===== src/rtl/clock_select_ctrl.sv =====
// Clock-switch sequencer: drains downstream logic, strobes a glitch-free
// clock selector, then waits for the selector's reset pulse to complete.
module clock_select_ctrl #(
    parameter int unsigned TIMEOUT        = 255,
    parameter logic        OUT_RST_ACTIVE = 1'b0
) (
    input  logic CLK,
    input  logic RST,
    input  logic REQ_VALID,
    input  logic REQ_SEL,
    output logic REQ_READY,
    output logic DRAIN_REQ,
    input  logic DRAIN_DONE,
    output logic SELECT,
    output logic SELECT_ENABLE,
    input  logic SEL_RST,
    output logic CUR_SEL,
    output logic DONE,
    output logic ERR
);

    localparam int unsigned CW = (TIMEOUT < 2) ? 1 : $clog2(TIMEOUT + 1);
    localparam int unsigned LIM = (TIMEOUT > 0) ? TIMEOUT - 1 : 0;
    localparam logic [CW-1:0] CNT_MAX = CW'(TIMEOUT);
    localparam logic [CW-1:0] CNT_LIM = CW'(LIM);

    localparam logic [2:0] IDLE         = 3'd0;
    localparam logic [2:0] DRAIN        = 3'd1;
    localparam logic [2:0] SWITCH       = 3'd2;
    localparam logic [2:0] WAIT_ASSERT  = 3'd3;
    localparam logic [2:0] WAIT_RELEASE = 3'd4;
    localparam logic [2:0] FINISH       = 3'd5;

    logic [2:0]    state;
    logic [2:0]    next_state;
    logic          target;
    logic          select_q;
    logic          cur_sel_q;
    logic          err_q;
    logic [CW-1:0] cnt;
    logic [1:0]    sync;
    logic          rst_seen;
    logic          in_wait;
    logic          at_lim;
    logic          accept;
    logic          timeout;

    assign rst_seen = (sync[1] == OUT_RST_ACTIVE);
    assign in_wait  = (state == WAIT_ASSERT) || (state == WAIT_RELEASE);
    // Counter reaches TIMEOUT on the edge that ends a cycle spent at LIM or above.
    assign at_lim   = (cnt >= CNT_LIM);
    assign accept   = REQ_VALID && (state == IDLE);

    // A pending wait-state transition always takes priority over the timeout.
    assign timeout = at_lim &&
                     (((state == WAIT_ASSERT) && !rst_seen) ||
                      ((state == WAIT_RELEASE) && rst_seen));

    assign REQ_READY     = (state == IDLE) && !RST;
    assign DRAIN_REQ     = (state == DRAIN) || (state == SWITCH) || in_wait;
    assign SELECT_ENABLE = (state == SWITCH);
    assign SELECT        = select_q;
    assign CUR_SEL       = cur_sel_q;
    assign DONE          = (state == FINISH);
    assign ERR           = err_q;

    // Two-flop synchronizer for the selector's asynchronous reset output.
    always_ff @(posedge CLK or posedge RST) begin
        if (RST) begin
            sync <= {2{~OUT_RST_ACTIVE}};
        end else begin
            sync <= {sync[0], SEL_RST};
        end
    end

    // Next-state decode for the switch sequence.
    always_comb begin
        next_state = state;
        unique case (state)
            IDLE: begin
                if (REQ_VALID) begin
                    next_state = (REQ_SEL == cur_sel_q) ? FINISH : DRAIN;
                end
            end
            DRAIN: begin
                if (DRAIN_DONE) begin
                    next_state = SWITCH;
                end
            end
            SWITCH: begin
                next_state = WAIT_ASSERT;
            end
            WAIT_ASSERT: begin
                if (rst_seen) begin
                    next_state = WAIT_RELEASE;
                end else if (at_lim) begin
                    next_state = FINISH;
                end
            end
            WAIT_RELEASE: begin
                if (!rst_seen || at_lim) begin
                    next_state = FINISH;
                end
            end
            FINISH: begin
                next_state = IDLE;
            end
            default: begin
                next_state = IDLE;
            end
        endcase
    end

    // State register.
    always_ff @(posedge CLK or posedge RST) begin
        if (RST) begin
            state <= IDLE;
        end else begin
            state <= next_state;
        end
    end

    // Target capture and selector drive; SELECT holds its last strobed value.
    always_ff @(posedge CLK or posedge RST) begin
        if (RST) begin
            target   <= 1'b0;
            select_q <= 1'b0;
        end else begin
            if (accept) begin
                target <= REQ_SEL;
            end
            if ((state == DRAIN) && DRAIN_DONE) begin
                select_q <= target;
            end
        end
    end

    // Saturating wait counter, cleared as the sequence enters WAIT_ASSERT.
    always_ff @(posedge CLK or posedge RST) begin
        if (RST) begin
            cnt <= '0;
        end else if (state == SWITCH) begin
            cnt <= '0;
        end else if (in_wait && (cnt != CNT_MAX)) begin
            cnt <= cnt + CW'(1);
        end
    end

    // Sticky error flag and committed selection; an aborted switch keeps CUR_SEL.
    always_ff @(posedge CLK or posedge RST) begin
        if (RST) begin
            err_q     <= 1'b0;
            cur_sel_q <= 1'b0;
        end else begin
            if (accept) begin
                err_q <= 1'b0;
            end else if (timeout) begin
                err_q <= 1'b1;
            end
            if ((state == FINISH) && !err_q) begin
                cur_sel_q <= target;
            end
        end
    end

endmodule


===== config.mk =====
export PLATFORM = sky130hd
export DESIGN_NAME = clock_select_ctrl
export DESIGN_NICKNAME = d
export VERILOG_FILES = /design/src/rtl/clock_select_ctrl.sv
export SDC_FILE = /design/constraint.sdc
export NUM_CORES = 1
export LEC_CHECK = 0
export CAP_MARGIN = 25
export CORE_UTILIZATION = 26
export DETAILED_ROUTE_END_ITERATION = 6
export PLACE_DENSITY = 0.53
export SKIP_CTS_REPAIR_TIMING = 1
export SLEW_MARGIN = 20
export SYNTH_ARGS = -nofsm -noshare
export SYNTH_HDL_FRONTEND = slang
export SYNTH_SLANG_ARGS = --single-unit

===== constraint.sdc =====
create_clock -name CLK -period 2.2 [get_ports CLK]
set_input_delay 0.33 -clock CLK [delete_from_list [all_inputs] [get_ports CLK]]
set_output_delay 0.33 -clock CLK [all_outputs]
set_load 0.01 [all_outputs]

==> results of run 1 <==
## cell usage after synthesis
| cell type | n | area share, % |
|---|---|---|
| a2111oi_0 | 1 | 0.95 |
| a211o_1 | 1 | 0.95 |
| a211oi_1 | 1 | 0.82 |
| a21oi_1 | 5 | 2.7 |
| a221o_1 | 1 | 1.1 |
| a221oi_1 | 1 | 0.95 |
| a31o_2 | 1 | 0.95 |
| a41o_1 | 1 | 1.1 |
| and3_1 | 1 | 0.68 |
| and4_1 | 1 | 0.95 |
| buf_1 | 1 | 0.41 |
| buf_2 | 1 | 0.54 |
| clkbuf_1 | 2 | 0.82 |
| dfrtp_1 | 15 | 41 |
| dfstp_2 | 2 | 5.7 |
| ha_1 | 2 | 2.7 |
| inv_1 | 8 | 3.3 |
| mux2_2 | 3 | 3.7 |
| mux2i_1 | 4 | 4.4 |
| nand2_1 | 8 | 3.3 |
| nand3_1 | 4 | 2.2 |
| nand3b_1 | 1 | 0.82 |
| nand4_1 | 1 | 0.68 |
| nor2_1 | 6 | 2.4 |
| nor2b_1 | 1 | 0.68 |
| nor3_1 | 3 | 1.6 |
| nor3b_1 | 1 | 0.82 |
| nor4_1 | 1 | 0.68 |
| nor4b_1 | 1 | 0.95 |
| o211ai_1 | 1 | 0.82 |
| o21ai_0 | 3 | 1.6 |
| o221ai_1 | 1 | 0.95 |
| o31ai_1 | 2 | 1.6 |
| or3b_1 | 1 | 0.95 |
| or4_1 | 2 | 1.6 |
| xnor2_1 | 5 | 4.8 |
## per-layer routing
| metal | share of wire [%] | vias up | track usage [%] |
|---|---|---|---|
| met3 | 1.5 | 2 | 2.10 |
| met4 | 1.1 | 0 | 6.35 |
| met2 | 48 | 10 | 17.1 |
| met1 | 50 | 354 | 16.2 |
| li1 | - | 369 | - |
| met5 | 0 | - | 0 |
## state kept, by name, summed over array words and instances (netlist names)
name     cells
state        3
cnt          8
sync         2
SELECT       1
target       1
CUR_SEL      1
ERR          1
## through the flow
step / cell area [um^2] / worst slack (ps)
2_1_floorplan: 920 / 333
3_3_place_gp: 1100 / 334
3_5_place_dp: 1100 / 250
4_1_cts: 1130 / 44.2
5_1_grt: 1130 / 18.9
6_report: 1130 / 123
## final timing paths
kind	from	endpoint	slack [ps]	depth (start not counted)
worst min-delay path	sync[0]$_DFF_PP1_	sync[1]$_DFF_PP1_	360	0
max in group asynchronous	RST	CUR_SEL$_DFFE_PP0P_	1330	2
worst min register to register	sync[0]$_DFF_PP1_	sync[1]$_DFF_PP1_	360	0
min in group asynchronous	RST	cnt[1]$_DFFE_PP0P_	450	2
worst max register to register	state[0]$_DFFE_PP0P_	cnt[7]$_DFFE_PP0P_	240	4
worst max-delay path	state[2]$_DFFE_PP0P_	SELECT_ENABLE	120	5
## cells in the final DEF, fill, tap and decap left out, types with 2 or more instances in the layout
master and n:
buf_4 3, nand3_1 4, a21oi_1 5, dfstp_2 2, nor3_1 3, o31ai_1 2, mux2i_1 4, nor2_1 6
o21ai_0 3, nand2_1 8, clkbuf_4 3, inv_1 7, clkdlybuf4s50_1 12, xnor2_1 5, mux2_2 3, dfrtp_1 15
ha_1 2, or4_1 2
## power by group through the flow
stage	Clock, mW	Combinational [mW]	Sequential [mW]
after floorplan	0	0.392	0.473
after global placement	0	0.616	0.472
after detailed placement	0	0.617	0.474
after CTS	0.174	0.624	0.469
after global routing	0.189	0.687	0.486
final	0.168	0.623	0.468
## cell type report
type,instances,area [um^2]
fillers,375,2230
multi-input cells,65,445
flip-flops and latches,17,428
repair buffers,15,143
well taps,46,57.6
inverters,8,30.0
clock buffers,3,22.5
clock inverters,1,5.00
## kinds of logic (layout without fill, tap and decap cells)
family	count (synthesis)	in the layout
DFF	17	17
buffers and inverters	12	27
muxes	7	7
xor gates and xnor gates	5	5
AOI/OAI and AO/OA	19	19
and+or+nand+nor	32	32
adders and majority gates	2	2
==> flow_summary.yaml, run 1 <==
timing:
  final_hold_viol_count: 0
  tns_ps: 0
  clock_skew_ps: 7.56
  max_slew_margin_pct: 56.3
  hold_slack_ps: 363
  finalSetupViolations: 0
  layout_min_cycle_time_ps: 2080
  rsz0062_at_grt: "false"
  worst_pin_slew_ps: 655
  fin_crit_sh_pct: 94.4
  final-max-slew-violation-count: 0
  clock.fmax_ghz: 0.481
synthesis:
  yosysWarnings: 0
  synthesis.nets: 102
  ys_seq_area_share_pct: 46.5
  netlist_area_um2: 920
  synth_area_per_cell_um2: 9.78
  synth_top_family_by_area: "simple AND/OR/NAND/NOR gates"
  synthAdderAreaFrac_pct: 2.72
  synthMuxAreaShare_pct: 8.03
  synth_cell_types: 36
  syn-instance-count: 94
  synth-compound-area-share_pct: 14.6
  synth-simple-area-share_pct: 18.4
  synth_xor_area_share_pct: 4.76
  synth_seq_cells: 17
pwr:
  pwr-share-seq_pct: 37.2
  p_sw_share_pct: 37.8
  internal_power_mw: 0.783
  combPwrFrac_pct: 49.5
  power_mw: 1.26
  switchingPower_mw: 0.476
  vdd_drop_max_v: 0.000527
  p_clk_share_pct: 13.3
  p_leak_nw: 0.477
  p_per_area_nw_per_um2: 1110
final_layout:
  drive_above_1_share_pct: 12.8
  diodes: 0
  final_cells: 155
  nets: 118
  fin_util_pct: 33.6
  area_growth_pct: 23.0
clock_tree:
  numCtsBuffers: 3
  cts_root_buf: "clkbuf_4"
  clk_latency_ps: 290
  htree_levels: 1
  cts_tree: "done"
  cts_buffer_depth: 2
  cts_sinks: 17
  clkTransAtPathRegs_ps: 110
placed_design:
  portBuffers: 12
  dp_hpwl_um: 1340
  place.gp.congestion: 0.829
  post-place-cells: 151
detailed_routing:
  viasPerCell: 4.74
  drt_iter0_drc: 21
  drc: 0
  drtAntennaViolNets: 0
  wl_um: 1830
  firstDrtPassIters: 4
  vias: 735
  avgRoutedWirePerCell_um: 11.8
global_routing:
  gr-total-overflow: 0
  antenna_found_initial: 0
  grt_pass1_wl_um: 3180
  grt_max_degree: 18
  track_usage_pct: 11.6
  first_global_vias: 703
critical_path:
  crit_chain: "buf_4 > nor2_1 > nand2_1 > inv_2 > clkdlybuf4s50_1"
  crit_required_ps: 1870
  cp_slowest_stage_delay_ps: 540
  critPathCaptureType: "output pin"
  cp_max_fo: 10
  arrival_ps: 1750
  critPathBufInv: 3
  cp_top_family: "buffers and inverters"
  start_kind: "register"
  crit_type: "register to output pin"
  slowest_stage: "clkdlybuf4s50_1"
floorplanning:
  core_area_um2: 3360
  fp.dieH_um: 61.5
  die-width_um: 61.5
  io_pins: 13
  dieArea_um2: 3780
  rows: 21
  start_util_pct: 27.3
run_status:
  status: "finished, final reports clean"
run:
  drv_cap: 0
hold_path:
  hp-class: "register to register"
No activity file was read; power rests on OpenSTA's default activity.
==> inputs of run 2 (changes only) <==
CORE_ASPECT_RATIO = 0.6   (was unset)
==> run 2 against run 1 <==
  * Count of clock-buffer cells in the layout increased by 1
  * First-iteration DRC count increased by 67%
  * Final area increased by 2.8%
  * Via count increased by 2.6%
  * Non-clock buffer count increased by 2
  * Largest cell class unchanged
  * Largest power group unchanged
==> flow_summary.yaml, run 2 (synthesized netlist as in run 1, its figures left out) <==
run_status:
  status: "finished, final reports clean"
hold_path:
  holdPathStages: 0
  hp-class: "register to register"
  min_from: "sync[0]$_DFF_PP1_"
  worst_hold_path.endpoint: "sync[1]$_DFF_PP1_"
pwr:
  p_per_area_nw_per_um2: 1160
  power_mw: 1.35
  p_leak_nw: 0.493
  vdd_drop_max_v: 0.000414
global_routing:
  use_met3_pct: 4.57
  first_global_vias: 697
  use_met1_pct: 15.8
  use_met2_pct: 18.3
  gr-total-overflow: 0
  track_usage_pct: 11.9
  grt_pass1_wl_um: 3200
  grt_max_degree: 18
  antenna_found_initial: 0
  top_usage_layer: "met2"
floorplanning:
  die-width_um: 78.8
  dieArea_um2: 3790
  fp.dieH_um: 48.1
  io_pins: 13
  start_util_pct: 27.7
  rows: 16
  core_area_um2: 3320
placed_design:
  dp_hpwl_um: 1540
  place.gp.congestion: 0.775
  portBuffers: 12
final_layout:
  top_regs: "cnt: 8 flops, state: 3 flops, sync: 2 flops"
  final_cell_mix: "dfrtp_1 (15), clkdlybuf4s50_1 (12), nand2_1 (8)"
  nets: 120
  largest_reg_flops: 8
  area_growth_pct: 26.4
  nFillCells: 350
  fin_util_pct: 35.0
  diodes: 0
  drive_above_1_share_pct: 13.5
  mostFrequentLayoutCell: "dfrtp_1"
  regMostFlops: "cnt"
clock_tree:
  numCtsBuffers: 3
  clk_latency_ps: 250
  clkTransAtPathRegs_ps: 60
  htree_levels: 1
  cts_tree: "done"
  cts_root_buf: "clkbuf_8"
  cts_buffer_depth: 2
  cts_sinks: 17
critical_path:
  r2r-start: "state[0]$_DFFE_PP0P_"
  cp_max_fo: 12
  critPathCaptureType: "output pin"
  crit_chain: "buf_4 > nor2_1 > nand2_1 > inv_2 > clkdlybuf4s50_1"
  start_kind: "register"
  r2r_end: "cnt[7]$_DFFE_PP0P_"
  crit_type: "register to output pin"
  crit_required_ps: 1870
  arrival_ps: 1750
  slowest_stage: "clkdlybuf4s50_1"
  reg2reg_depth: 4
  r2r_setup_slack_ps: 230
  cp_slowest_stage_delay_ps: 540
detailed_routing:
  firstDrtPassIters: 4
  wl_um: 2040
  vias: 754
  avgRoutedWirePerCell_um: 13.1
  viasPerCell: 4.83
  drtAntennaViolNets: 0
  drt_iter0_drc: 35
  drc: 0
timing:
  layout_min_cycle_time_ps: 2080
  rsz0062_at_grt: "false"
  tns_ps: 0
  final_hold_viol_count: 0
  final-max-slew-violation-count: 0
  fin_crit_sh_pct: 94.5
  worst_pin_slew_ps: 669
  clock.fmax_ghz: 0.481
  finalSetupViolations: 0
  max_slew_margin_pct: 55.3
  clock_skew_ps: 2.10
run:
  drv_cap: 0
-- run 2: worst max-delay path, delay by kind of cell, from the launching register on --
family | cells | cell delay (ps)
and+or+nand+nor | 2 | 260
DFF | 1 | 370
buffers and inverters | 3 | 860
-- run 2: final cells by class --
class | count | area [um^2] | share of cell area [%]
Multi-Input combinational cell | 65 | 445 | 38.3
Sequential cell | 17 | 428 | 36.8
Timing Repair Buffer | 17 | 158 | 13.6
Clock buffer | 4 | 45.0 | 3.88
Inverter | 8 | 30.0 | 2.58
Tap cell | 45 | 56.3 | 4.84
-- run 2: per-stage QoR --
| stage | worst slack (ps) | hold WS [ps] | std cells | area, um^2 |
|---|---|---|---|---|
| floorplan | 333 | 255 | 94 | 920 |
| global placement | 328 | 347 | 150 | 1100 |
| detailed placement | 262 | 354 | 150 | 1100 |
| CTS | 33.1 | 364 | 154 | 1150 |
| global route | 4.18 | 364 | 156 | 1160 |
| finish | 120 | 360 | 156 | 1160 |
-- run 2: how the worst max path moves through the flow --
stage | start | endpoint | slack (ps) | depth (start not counted)
floorplan | state[0]$_DFFE_PP0P_ | cnt[5]$_DFFE_PP0P_ | 330 | 5
global placement | state[0]$_DFFE_PP0P_ | cnt[7]$_DFFE_PP0P_ | 330 | 4
detailed placement | state[0]$_DFFE_PP0P_ | cnt[7]$_DFFE_PP0P_ | 260 | 4
CTS | state[0]$_DFFE_PP0P_ | SELECT_ENABLE | 30 | 5
global route | state[0]$_DFFE_PP0P_ | SELECT_ENABLE | 4 | 5
finish | state[0]$_DFFE_PP0P_ | SELECT_ENABLE | 120 | 5
-- run 2: routing by layer --
layer / share of wire [%] / routed length (um) / vias up
met4: 0.64 / 13 / 0
met2: 45 / 920 / 17
met1: 50 / 1020 / 363
met3: 4.1 / 83 / 2
li1: - / - / 372
met5: 0 / 0 / -
-- run 2: where the power goes --
group | switching, mW | internal [mW]
Clock | 0.0986 | 0.128
Sequential | 0.0796 | 0.401
Combinational | 0.314 | 0.332
Total | 0.492 | 0.861
